File: src/rtl/adc_channel_averager.sv
// Two-channel block averager for ADC122S021 conversions.
// Publishes rounded averages, block peaks and ready strobes per channel.
module adc_channel_averager #(
  parameter int LOG2_AVG = 4,
  parameter int DATA_W   = 12
) (
  input  logic              X_512x96k_1024x48k_Clk,
  input  logic              X_Async_Reset_L,
  input  logic              X_Clear_pulse,
  input  logic              X_Sample_Valid_pulse,
  input  logic [1:0]        X_Sample_Channel,
  input  logic [DATA_W-1:0] X_Sample_Data,
  output logic [DATA_W-1:0] X_Ch0_Average_Word,
  output logic [DATA_W-1:0] X_Ch1_Average_Word,
  output logic [DATA_W-1:0] X_Ch0_Peak_Word,
  output logic [DATA_W-1:0] X_Ch1_Peak_Word,
  output logic              X_Ch0_Average_Ready_pulse,
  output logic              X_Ch1_Average_Ready_pulse,
  output logic [7:0]        X_Ignored_Sample_Count
);

  localparam int ACC_W = DATA_W + LOG2_AVG;
  localparam int CNT_W = (LOG2_AVG > 0) ? LOG2_AVG : 1;
  localparam int RND_I = (LOG2_AVG > 0) ? (1 << (LOG2_AVG - 1)) : 0;
  localparam logic [ACC_W:0] RND = (ACC_W + 1)'(RND_I);

  logic              clk;
  logic              rst_n;

  assign clk   = X_512x96k_1024x48k_Clk;
  assign rst_n = X_Async_Reset_L;

  logic [ACC_W-1:0]  acc_q   [2];
  logic [ACC_W-1:0]  acc_d   [2];
  logic [CNT_W-1:0]  cnt_q   [2];
  logic [CNT_W-1:0]  cnt_d   [2];
  logic [DATA_W-1:0] pk_q    [2];
  logic [DATA_W-1:0] pk_d    [2];
  logic [DATA_W-1:0] avg_q   [2];
  logic [DATA_W-1:0] avg_d   [2];
  logic [DATA_W-1:0] opk_q   [2];
  logic [DATA_W-1:0] opk_d   [2];
  logic              rdy_q   [2];
  logic              rdy_d   [2];
  logic [7:0]        ign_q;
  logic [7:0]        ign_d;

  logic [ACC_W:0]    sum_w   [2];
  logic [ACC_W:0]    avg_w   [2];
  logic [DATA_W-1:0] pk_max  [2];
  logic              hit     [2];
  logic              last    [2];

  always_comb begin
    for (int ch = 0; ch < 2; ch++) begin
      acc_d[ch] = acc_q[ch];
      cnt_d[ch] = cnt_q[ch];
      pk_d[ch]  = pk_q[ch];
      avg_d[ch] = avg_q[ch];
      opk_d[ch] = opk_q[ch];
      rdy_d[ch] = 1'b0;

      sum_w[ch] = {1'b0, acc_q[ch]} + (ACC_W + 1)'(X_Sample_Data);
      avg_w[ch] = (sum_w[ch] + RND) >> LOG2_AVG;

      // First sample of a block overrides whatever the peak held.
      if ((cnt_q[ch] == '0) || (X_Sample_Data > pk_q[ch])) begin
        pk_max[ch] = X_Sample_Data;
      end else begin
        pk_max[ch] = pk_q[ch];
      end

      hit[ch]  = X_Sample_Valid_pulse && !X_Clear_pulse &&
                 (X_Sample_Channel == 2'(ch));
      last[ch] = (LOG2_AVG == 0) || (cnt_q[ch] == '1);

      if (X_Clear_pulse) begin
        acc_d[ch] = '0;
        cnt_d[ch] = '0;
        pk_d[ch]  = '0;
      end else if (hit[ch]) begin
        if (last[ch]) begin
          if (|avg_w[ch][ACC_W:DATA_W]) begin
            avg_d[ch] = '1;
          end else begin
            avg_d[ch] = avg_w[ch][DATA_W-1:0];
          end
          opk_d[ch] = pk_max[ch];
          rdy_d[ch] = 1'b1;
          acc_d[ch] = '0;
          cnt_d[ch] = '0;
          pk_d[ch]  = '0;
        end else begin
          acc_d[ch] = acc_q[ch] + ACC_W'(X_Sample_Data);
          cnt_d[ch] = cnt_q[ch] + CNT_W'(1);
          pk_d[ch]  = pk_max[ch];
        end
      end
    end
  end

  // Tags 2/3 only count when no clear discards them.
  always_comb begin
    ign_d = ign_q;
    if (X_Sample_Valid_pulse && !X_Clear_pulse &&
        X_Sample_Channel[1] && (ign_q != 8'hFF)) begin
      ign_d = ign_q + 8'd1;
    end
  end

  always_ff @(posedge clk or negedge rst_n) begin
    if (!rst_n) begin
      for (int ch = 0; ch < 2; ch++) begin
        acc_q[ch] <= '0;
        cnt_q[ch] <= '0;
        pk_q[ch]  <= '0;
        avg_q[ch] <= '0;
        opk_q[ch] <= '0;
        rdy_q[ch] <= 1'b0;
      end
      ign_q <= '0;
    end else begin
      for (int ch = 0; ch < 2; ch++) begin
        acc_q[ch] <= acc_d[ch];
        cnt_q[ch] <= cnt_d[ch];
        pk_q[ch]  <= pk_d[ch];
        avg_q[ch] <= avg_d[ch];
        opk_q[ch] <= opk_d[ch];
        rdy_q[ch] <= rdy_d[ch];
      end
      ign_q <= ign_d;
    end
  end

  assign X_Ch0_Average_Word        = avg_q[0];
  assign X_Ch1_Average_Word        = avg_q[1];
  assign X_Ch0_Peak_Word           = opk_q[0];
  assign X_Ch1_Peak_Word           = opk_q[1];
  assign X_Ch0_Average_Ready_pulse = rdy_q[0];
  assign X_Ch1_Average_Ready_pulse = rdy_q[1];
  assign X_Ignored_Sample_Count    = ign_q;

endmodule

File: config.mk
export PLATFORM = sky130hd
export DESIGN_NAME = adc_channel_averager
export DESIGN_NICKNAME = d
export VERILOG_FILES = /design/src/rtl/adc_channel_averager.sv
export SDC_FILE = /design/constraint.sdc
export NUM_CORES = 1
export LEC_CHECK = 0
export BUFFER_PORTS_ARGS = -buffer_cell sky130_fd_sc_hd__clkbuf_2
export CORE_MARGIN = 2
export CORE_UTILIZATION = 30
export CTS_BUF_LIST = sky130_fd_sc_hd__clkbuf_2 sky130_fd_sc_hd__clkbuf_4 sky130_fd_sc_hd__clkbuf_8
export DETAILED_ROUTE_END_ITERATION = 16
export MAX_ROUTING_LAYER = met4
export SLEW_MARGIN = 20
export SYNTH_ARGS = -nofsm -noshare
export SYNTH_HDL_FRONTEND = slang
export SYNTH_SLANG_ARGS = --single-unit
File: constraint.sdc
create_clock -name X_512x96k_1024x48k_Clk -period 5.44 [get_ports X_512x96k_1024x48k_Clk]
set_input_delay 1.088 -clock X_512x96k_1024x48k_Clk [delete_from_list [all_inputs] [get_ports X_512x96k_1024x48k_Clk]]
set_output_delay 1.088 -clock X_512x96k_1024x48k_Clk [all_outputs]
set_load 0.01 [all_outputs]
======== Yosys cells after proc, flatten, opt, wreduce, memory -nomap -nowiden ========
Index checks and enable logic that the tools add are counted.
storage, ports and cells
  flip-flop bits (word level) ............. 122
  latch bits .............................. 0
  bits in writable memories ............... 0
  memory bits (read-only) ................. 0
  input bits .............................. 18
  output and inout port bits .............. 58
  memories ................................ 0
cells by class
  add/sub/neg operators ................... 9
  $mul .................................... 0
  divide/modulo/power cells ............... 0
  $lt $le $gt $ge ......................... 2
  equal/unequal tests ..................... 4
  shifts and indexed selects .............. 0
  muxes and demuxes ....................... 28
  bitwise operators ....................... 1
  reduce and logical (&&, ||, !) cells .... 15
operator list
  cell                     count
  $mux W12                 10
  $mux W16                 6
  $add A16 B12 Y17         2
  $add A17 B4 Y17 const B  2
  $add A16 B12 Y16         2
  $gt A12 B12 Y1           2
  $mux W4                  6
  $add A4 B1 Y4 const B    2
  $add A8 B1 Y8 const B    1
  $eq A4 B4 Y1 const B     2
  $logic_not A4 Y1         2
  $ne A8 B8 Y1 const B     1
  $mux W1                  6
  $reduce_and A3 Y1        2
  $logic_and A1 B1 Y1      5
  $reduce_bool A2 Y1       2
  $eq A2 B1 Y1 const B     1
  $logic_not A2 Y1         1
  $logic_or A1 B1 Y1       2
  $logic_not A1 Y1         1
  $not A1 Y1               1

======== Logic depth before layout (Yosys ltp) ========
  depth in word-level cells ............... 6
  gate-level depth with buffers ........... 11

======== Worst setup path before layout ========
Ideal clock, no wire load.
  path type ............................... input to register
  start point ............................. in X_Sample_Data[1]
  end point ............................... reg avg_q, in the netlist X_Ch1_Average_Word[0]
  setup time .............................. 121 ps
  arrival time ............................ 3331 ps
  required time ........................... 5319 ps
  slack ................................... 1987 ps
  stages .................................. 9
  cells stage by stage .................... ha_1 > inv_1 > fa_1 > nor2b_4 > o311a_4 > o22a_1 > a222oi_1 > o21ai_2 > o22a_1
on the way
  longest elaborated chain between the ends .. 3
ends and longest elaborated chain
  item                            RTL line  text
  start: declaration              12        input logic [DATA_W-1:0] X_Sample_Data,
  $add A16 B12 Y17                63        sum_w[ch] = {1'b0, acc_q[ch]} + (ACC_W + 1)'(X_Sample_Data);
  $add A17 B4 Y17                 64        avg_w[ch] = (sum_w[ch] + RND) >> LOG2_AVG;
  $mux W12                        83        if (|avg_w[ch][ACC_W:DATA_W]) begin
  end signal: indexed assignment  127       avg_q[ch] <= avg_d[ch];
  end: declaration                39        logic [DATA_W-1:0] avg_q [2];
No other way between the ends.
A chain may end at the register's enable or synchronous reset.

======== Worst setup path after layout ========
  start point ............................. in X_Sample_Data[8]
  end point ............................... reg avg_q, in the netlist X_Ch1_Average_Word[1]
The elaborated chain is that of the path after synthesis.

==> summary.md <==
| Metric | Value |
|---|---|
| Clock skew | `0.009228 ns` |
| Wire per inst | `16.92 um` |
| Slew Limit Fails | `0` |
| Global-route wire length before repair | `34,110 um` |
| Gpl congestion | `0.8370` |
| Final Hold Vio Count | `0` |
| Fin crit period | `3.653 ns` |
| Synth Register Bits | `122` |
| Worst slew pin tran | `1.068 ns` |
| Number of detailed-route iterations in the first pass | `4` |
| CTS tree | `done` |
| Comb power frac | `17.1%` |
| ANT cells | `0` |
| Nets | `1,012` |
| H-tree levels | `4` |
| Io pins | `76` |
| Number of global-route vias before repair | `6,547` |
| Syn Nets | `943` |
| Final setup fails | `0` |
| Worst skew pair latency | `0.46 ns` |
| Kind of critical path | `primary input to register` |
| CTS Hold Bufs | `0` |
| Worst Path Max Fanout | `10` |
| RSZ-0062 raised after global routing | `false` |
| IO buf count | `75` |
| Clk pwr share | `40.1%` |
| Pint | `1.607 mW` |
| Register area share after synthesis | `38.03%` |
| Status | `completed` |
| Final instance area | `9195 um^2` |
| Final hold slack | `0.4781 ns` |
| CP max-delay cell | `a222oi_1` |
| All-Layer GR Usage | `15.78%` |
| DIE AREA | `28,080 um^2` |
| Number of setup buffers added after CTS | `0` |
| Crit path max-delay family | `compound AO/OA/AOI/OAI gates` |
| Die Ht | `167.6 um` |
| Max_cap viols | `0` |
| Main area contributors after synthesis | `dfrtp_1 38%, ha_1 12%, fa_1 5.0%` |
| Crit path arrival time | `4.00 ns` |
| Syn avg cell area | `9.719 um^2` |
| Async set-reset flop share out of synthesis | `100.0%` |
| Sequential Power Share | `42.8%` |
| Share of cells above drive strength 1 | `14.22%` |
| Netlist cell types | `67` |
| DR vias | `6,579` |
| Yosys top cell area share | `38.03%` |
| Startpoint class of the critical path | `primary input` |
| Cells after synthesis | `826` |
| Sinks on Clock Net | `122` |
| Pin count of the biggest net entering global routing | `50` |
| Hpwl dp | `14,920 um` |
| Post-CTS sizing | `0` |
| Starting Density | `30.72%` |
| CTS Root Cell | `clkbuf_8` |
| Final WL | `21,010 um` |
| Cells along the critical path | `clkbuf_2 > ha_1 > fa_1 > a211oi_1 > o21bai_1 > a21o_1 > a222oi_1 > o21ai_2 > o22a_1` |
| Clock slew at reported path FFs | `0.08 ns` |
| Mapped Area | `8028 um^2` |
| Switching Fraction | `30.22%` |
| Tcrit/Tclk final | `67.15%` |
| Max Clock Freq | `273.8 MHz` |
| Num CTS Buffers | `17` |
| Commonest non-fill, non-tap cells in the layout | `122 x dfrtp_1, 79 x ha_1, 77 x nand2_1` |
| Commonest non-fill, non-tap cell in the layout | `dfrtp_1` |
| Post-synth EDFFs | `0` |
| Ys Warns | `0` |
| Sw power | `696.0 uW` |
| Longest Clk Path Bufs | `2` |
| Grt total ovfl | `0` |
| Max-slew headroom | `28.79%` |
| Area growth syn-to-layout | `14.54%` |
| CORE AREA | `26,130 um^2` |
| Antenna viol nets, final | `0` |
| Buf/Inv on CP | `1` |
| DRC viols | `0` |
| Lkg Pwr | `4.285 nW` |
| Placed Area | `8752 um^2` |
| Hold Crit Class | `register to register` |
| Critical Path Max Stage Delay | `0.58 ns` |
| Total power divided by cell area | `250.4 nW/um^2` |
| Drt initial violations | `420` |
| Initial antenna violation count | `0` |
| Vias per cell | `5.297` |
| CP endpoint kind | `register` |
| Worst vdd ir | `175.3 uV` |
| Setup TNS | `0 ns` |
| Leading area contributor after synthesis | `dfrtp_1` |
| Die Width | `167.6 um` |
| Site row count | `59` |
| Most used DFF post-synth | `dfrtp_1` |
| Worst EP required | `5.79 ns` |
synth_stat cells, drive strengths merged, types with 10 or more instances:
master / count
a21o: 10
dfrtp: 122
ha: 79
nand2: 77
a31oi: 27
nor2: 39
a22o: 29
o211ai: 29
xor2: 17
fa: 20
nand4: 41
clkbuf: 23
a21oi: 29
xnor2: 23
nand3: 46
inv: 48
buf: 11
o21ai: 40
power by group through the flow:
stage | clock network, mW | logic, mW | registers, mW
final | 0.924 | 0.394 | 0.985
after global routing | 0.980 | 0.444 | 0.992
after CTS | 0.946 | 0.398 | 0.985
after detailed placement | 0 | 0.396 | 1.00
after global placement | 0 | 0.390 | 1.00
after floorplan | 0 | 0.249 | 1.00
layer usage:
metal,part of all wire [%],up-vias,GRT usage [%]
met1,47,3266,20.38
met4,1.5,0,4.953
met2,49,116,25.67
met5,0,-,-
met3,3.4,16,2.293
li1,-,3181,-
sequential cells by signal (all words and copies together) (netlist names):
name	cells
X_Ch0_Average_Ready_pulse	1
X_Ch0_Peak_Word	12
acc_q	32
cnt_q	8
pk_q	24
X_Ignored_Sample_Count	8
X_Ch1_Average_Word	12
X_Ch1_Average_Ready_pulse	1
X_Ch0_Average_Word	12
X_Ch1_Peak_Word	12
kinds of logic after synthesis:
group | count (synthesis) | share of synthesized area, %
simple gates | 254 | 15.80
flops | 122 | 38.03
buf+inv | 82 | 3.990
fa+ha+maj | 99 | 17.30
xor+xnor | 40 | 4.364
compound gates | 225 | 20.00
mux | 4 | 0.5143
worst reg2reg max path, stage by stage, from the launching register on:
cell and delay, ns:
dfrtp_1 0.40, ha_1 0.20, inv_1 0.06, fa_1 0.52, nor2b_4 0.05, o311a_4 0.33, o22a_1 0.25, a222oi_1 0.65
o21ai_2 0.25, o22a_1 0.23
per-stage QoR:
stage | instances | utilization (%) | power [mW] | setup WS (ns)
detailed placement | 1211 | 33.49 | 1.398 | 1.322
finish | 1242 | 35.19 | 2.303 | 1.787
global route | 1242 | 35.19 | 2.415 | 1.534
global placement | 1211 | 33.49 | 1.391 | 1.380
CTS | 1242 | 35.18 | 2.330 | 1.808
floorplan | 826 | - | 1.252 | 1.987
final timing paths:
check                                               startpoint                             endpoint  slack (ns)  depth (start not counted)
max in group asynchronous                      X_Async_Reset_L                acc_q[13]$_DFFE_PN0P_        3.81                          2
worst min register to register  X_Ch1_Peak_Word[7]$_DFFE_PN0P_       X_Ch1_Peak_Word[7]$_DFFE_PN0P_        0.48                          2
worst max-delay path                          X_Sample_Data[8]    X_Ch1_Average_Word[1]$_DFFE_PN0P_        1.79                          9
min in group asynchronous                      X_Async_Reset_L  X_Ch0_Average_Ready_pulse$_DFF_PN0_        0.59                          1
worst min-delay path            X_Ch1_Peak_Word[7]$_DFFE_PN0P_       X_Ch1_Peak_Word[7]$_DFFE_PN0P_        0.48                          2
worst max register to register            acc_q[1]$_DFFE_PN0P_    X_Ch1_Average_Word[1]$_DFFE_PN0P_        2.39                          9
layout make-up:
| type | count | area (um^2) |
|---|---|---|
| flip-flops and latches | 122 | 3053 |
| fillers | 2699 | 16940 |
| repair buffers | 84 | 445.4 |
| clock buffers | 18 | 247.7 |
| multi-input cells | 622 | 4657 |
| inverters | 48 | 180.2 |
| clock inverters | 13 | 192.7 |
| well taps | 335 | 419.2 |
Power figures use the tool's default switching activity.
